[src/rtl/instr_fetch.sv]
// Instruction fetch unit: holds the PC, runs a req/ready handshake with
// instruction memory and hands each returned word to the IR with a one-cycle irw pulse.
module instr_fetch #(
   parameter logic [15:0] RESET_PC = 16'h0000
) (
   input  logic        clk,
   input  logic        rst_n,
   input  logic        fetch_en,
   input  logic        stall,
   input  logic        redirect,
   input  logic [15:0] redirect_pc,
   output logic        mem_req,
   output logic [15:0] mem_addr,
   input  logic [15:0] mem_rdata,
   input  logic        mem_ready,
   output logic [15:0] instr,
   output logic        irw,
   output logic [15:0] pc,
   output logic [15:0] instr_pc,
   output logic        busy
);

   typedef enum logic [1:0] {
      IDLE  = 2'd0,
      REQ   = 2'd1,
      DELIV = 2'd2
   } state_t;

   state_t state, state_nxt;

   logic accept;
   logic start;

   // A response is taken only if no redirect lands on the same edge.
   assign accept = (state == REQ) && mem_ready && !redirect;
   assign start  = fetch_en && !stall;

   // NOTE: sequential state uses non-blocking (<=) so every register samples
   // pre-edge values; blocking here would create order-dependent races.
   always_ff @(posedge clk or negedge rst_n) begin
      if (!rst_n) begin
         state <= IDLE;
      end else begin
         state <= state_nxt;
      end
   end

   // NOTE: state_nxt gets a default before the case so no path leaves it
   // unassigned, which would otherwise infer a latch.
   always_comb begin
      state_nxt = state;
      if (redirect) begin
         state_nxt = IDLE;
      end else begin
         unique case (state)
            IDLE:    state_nxt = start ? REQ : IDLE;
            REQ:     state_nxt = mem_ready ? DELIV : REQ;
            DELIV:   state_nxt = start ? REQ : IDLE;
            default: state_nxt = IDLE;
         endcase
      end
   end

   // Handshake outputs are decoded from state only, so reset clears them at once.
   always_comb begin
      mem_req = 1'b0;
      irw     = 1'b0;
      busy    = 1'b0;
      unique case (state)
         IDLE:    ;
         REQ: begin
            mem_req = 1'b1;
            busy    = 1'b1;
         end
         DELIV: begin
            irw  = 1'b1;
            busy = 1'b1;
         end
         default: ;
      endcase
   end

   always_ff @(posedge clk or negedge rst_n) begin
      if (!rst_n) begin
         pc       <= RESET_PC;
         instr    <= 16'h0000;
         instr_pc <= 16'h0000;
      end else if (redirect) begin
         pc <= redirect_pc;
      end else if (accept) begin
         instr    <= mem_rdata;
         instr_pc <= pc;
         pc       <= pc + 16'd1;
      end
   end

   assign mem_addr = pc;

endmodule

[config.mk]
export PLATFORM = sky130hd
export DESIGN_NAME = instr_fetch
export DESIGN_NICKNAME = d
export VERILOG_FILES = /design/src/rtl/instr_fetch.sv
export SDC_FILE = /design/constraint.sdc
export NUM_CORES = 1
export LEC_CHECK = 0
export ABC_AREA = 0
export CAP_MARGIN = 30
export CORE_MARGIN = 5
export CORE_UTILIZATION = 41
export DETAILED_ROUTE_END_ITERATION = 12
export GPL_TIMING_DRIVEN = 0
export PLACE_DENSITY = 0.87
export SLEW_MARGIN = 40
export SYNTH_ARGS = -nofsm -noshare
export SYNTH_HDL_FRONTEND = slang
export SYNTH_SLANG_ARGS = --single-unit
[constraint.sdc]
create_clock -name clk -period 1.99 [get_ports clk]
set_input_delay 0.398 -clock clk [delete_from_list [all_inputs] [get_ports clk]]
set_output_delay 0.398 -clock clk [all_outputs]
set_load 0.01 [all_outputs]
==> out/summary.txt <==
power per cell area: 877 nW/um^2
initial antenna violation count: 0
Reg clk slew, reported paths: 0.09 ns
clock latency on the worst-skew pair: 0.30 ns
Worst Path Arrival: 1.51 ns
cells along the critical path: buf_4 > clkdlybuf4s50_1
top cells by count, synth: dfrtp_1, nand2_1, mux2_2
number of diodes: 0
chip width: 85.1 microns
vias per cell: 4.86
flops & latches, synth: 50
Max transition margin: 0.703
Initial Utilization: 0.419
largest net degree at the start of global routing: 36
final worst setup slack: 0.0861 ns
Routed WL: 5.90 mm
die height: 85.1 microns
number of global-route vias before repair: 1921
delay-heaviest family, CP: buffers and inverters
core footprint: 5510 sq um
I/O pin count: 105
CTS Buf Count: 5
status: finished clean
Critical Path Fanout Max: 9
Area Growth Syn to Fin: 56.0%
Peak VDD IR: 0.470 mV
sequential fraction of the synthesis area: 0.542
MaxCap Viol Count: 0
fin crit share: 0.957
global-route wire length before repair: 9.76 mm
DRC viols: 0
layout cells sized above 1: 0.175
mean area per synthesized cell: 11.8 sq um
Iter 0 DRT Violations: 43
unrepaired setup endpoints after global routing: no
final core area utilization: 0.654
Async SR Flop Fraction: 1.00
cell accounting for the most synthesized area: dfrtp_1
Worst setup EP type: output pin
H-tree depth reported by CTS: 2
Final Hold Fails: 0
Synth top area share: 0.542
# rows: 27
first drt pass iteration count: 4
Setup violations, final: 0
fin crit period: 1.90 ns
worst-margin pin slew: 0.446 ns
DP HPWL: 4.45 mm
met3 Track Usage GR: 0.0476
dpl cells: 371
post-route cell area: 3600 sq um
EDFF count, synth: 0
Critical Path RT: 1.59 ns
Max Clk Rate: 525 MHz
CTS tree: built
synthesized instance count: 195
Clock Path Buffers: 2
RD Place Congestion: 0.745
Main synth FF type: dfrtp_1
CTS sink cnt: 50
CP max-delay cell: dfrtp_1
top post-synthesis cells by area: dfrtp_1, mux2_2, mux2_1
Post-DRT Antenna Nets: 0
port bufs: 103
synth unique cells: 30
count leader, synth: dfrtp_1
Final Max Slew Viols: 0
critical path's largest stage delay: 0.52 ns
LEAKAGE: 1.58 nW
total power draw: 3.16 mW
Die ar.: 7230 sq um
DR WL/cell: 15.5 microns
GRT overflow: 0
hold crit path type: in -> reg
yosys warns: 0
GRT met2 Usage: 0.286
Cell Area, Synth: 2310 sq um
critical path type: reg -> out
Synth Net Count: 238
GRT Overall Usage: 0.166
worst setup slack after placement: -0.158 ns
Startpoint Class: flip-flop
nets@finish: 351
root buffer cell: clkbuf_8
GR Util met1: 0.204
area post-placement: 3450 sq um
busiest grt layer: met2
crit path buf inv count: 2
vias: 1850
Final Skew: 0.00906 ns
final cell count without fillers: 381
==> report_power, final <==
group / switching [mW] / leakage, nW / total [mW] / internal [mW]
clock: 0.333 / 0.0524 / 0.710 / 0.377
sequential: 0.155 / 0.613 / 1.39 / 1.24
combinational: 0.374 / 0.915 / 1.06 / 0.682
==> cell usage in the layout, fill, tap and decap left out, drive strengths merged <==
cell           instances
xnor2                  4
xor2                   7
o21ai                 15
clkdlybuf4s50         99
clkbuf                10
nand2                 19
inv                    5
or4                    2
dlygate4sd3            1
nand4                  4
o31ai                  2
nor3                   2
a31oi                  4
and4                   3
buf                   22
and3                   1
bufinv                 1
dlymetal6s2s           2
a21oi                  1
or3                    2
nor2                   7
dlygate4sd2            1
mux2                  31
mux2i                  1
nor3b                  2
dfrtp                 50
nand3                  5
ha                     5
nand2b                 1
==> final timing paths <==
path                       slack (ns)  cells past startpoint      endpoint         from
max                              0.09                      2         pc[2]  mem_addr[2]
min                              0.47                      2   mem_addr[8]     redirect
max reg2reg                      0.14                      6  mem_addr[13]     state[1]
min reg2reg                      0.50                      1      instr[8]     instr[8]
max in group asynchronous        1.04                      3   mem_addr[1]        rst_n
min in group asynchronous        0.50                      2      instr[8]        rst_n
==> metrics by stage <==
step / hold slack, ns / setup TNS [ns]
after floorplan: 0.102 / 0
after global placement: 0.469 / -47.95
after detailed placement: 0.279 / -1.59
after CTS: 0.467 / 0
after global routing: 0.500 / 0
final: 0.472 / 0
==> repair_timing <==
item / in CTS / in global routing
buffers inserted: 1 / 0
gates resized for setup: 2 / 7
hold endpoints to repair: 15 / 0
endpoints found under the setup margin: 2 / 4
hold buffers: 1 / 0
pin swaps: 0 / 0
==> sequential cells by signal, summed over array words and instances (netlist names) <==
name,flops
state,2
mem_addr,16
instr_pc,16
instr,16
==> cells by family (layout without fill, tap and decap cells) <==
kind of cell             Yosys count  in the layout  synth area share
buffers and inverters             27            141            0.0715
flip-flops                        50             50             0.542
XOR/XNOR                          11             11            0.0417
multiplexers                      32             32             0.155
AND/OR/NAND/NOR                   48             48             0.111
AO/OA/AOI/OAI                     22             22            0.0520
adder cells (fa/ha/maj)            5              5            0.0271
==> metal layers <==
metal	vias to the layer above	wire length [microns]
li1	885	-
met3	10	438
met2	70	2940
met5	-	0
met4	0	101
met1	885	2420
==> cell type report <==
cell class | instances | area (sq um)
clock inverter | 1 | 30.0
multi-input combinational | 118 | 920
buffer | 22 | 146
sequential | 50 | 1250
fill | 421 | 1900
clock buffer | 7 | 76.3
timing repair buffer | 106 | 1070
inverter | 5 | 18.8
tap | 72 | 90.1
Power figures use the tool's default switching activity.
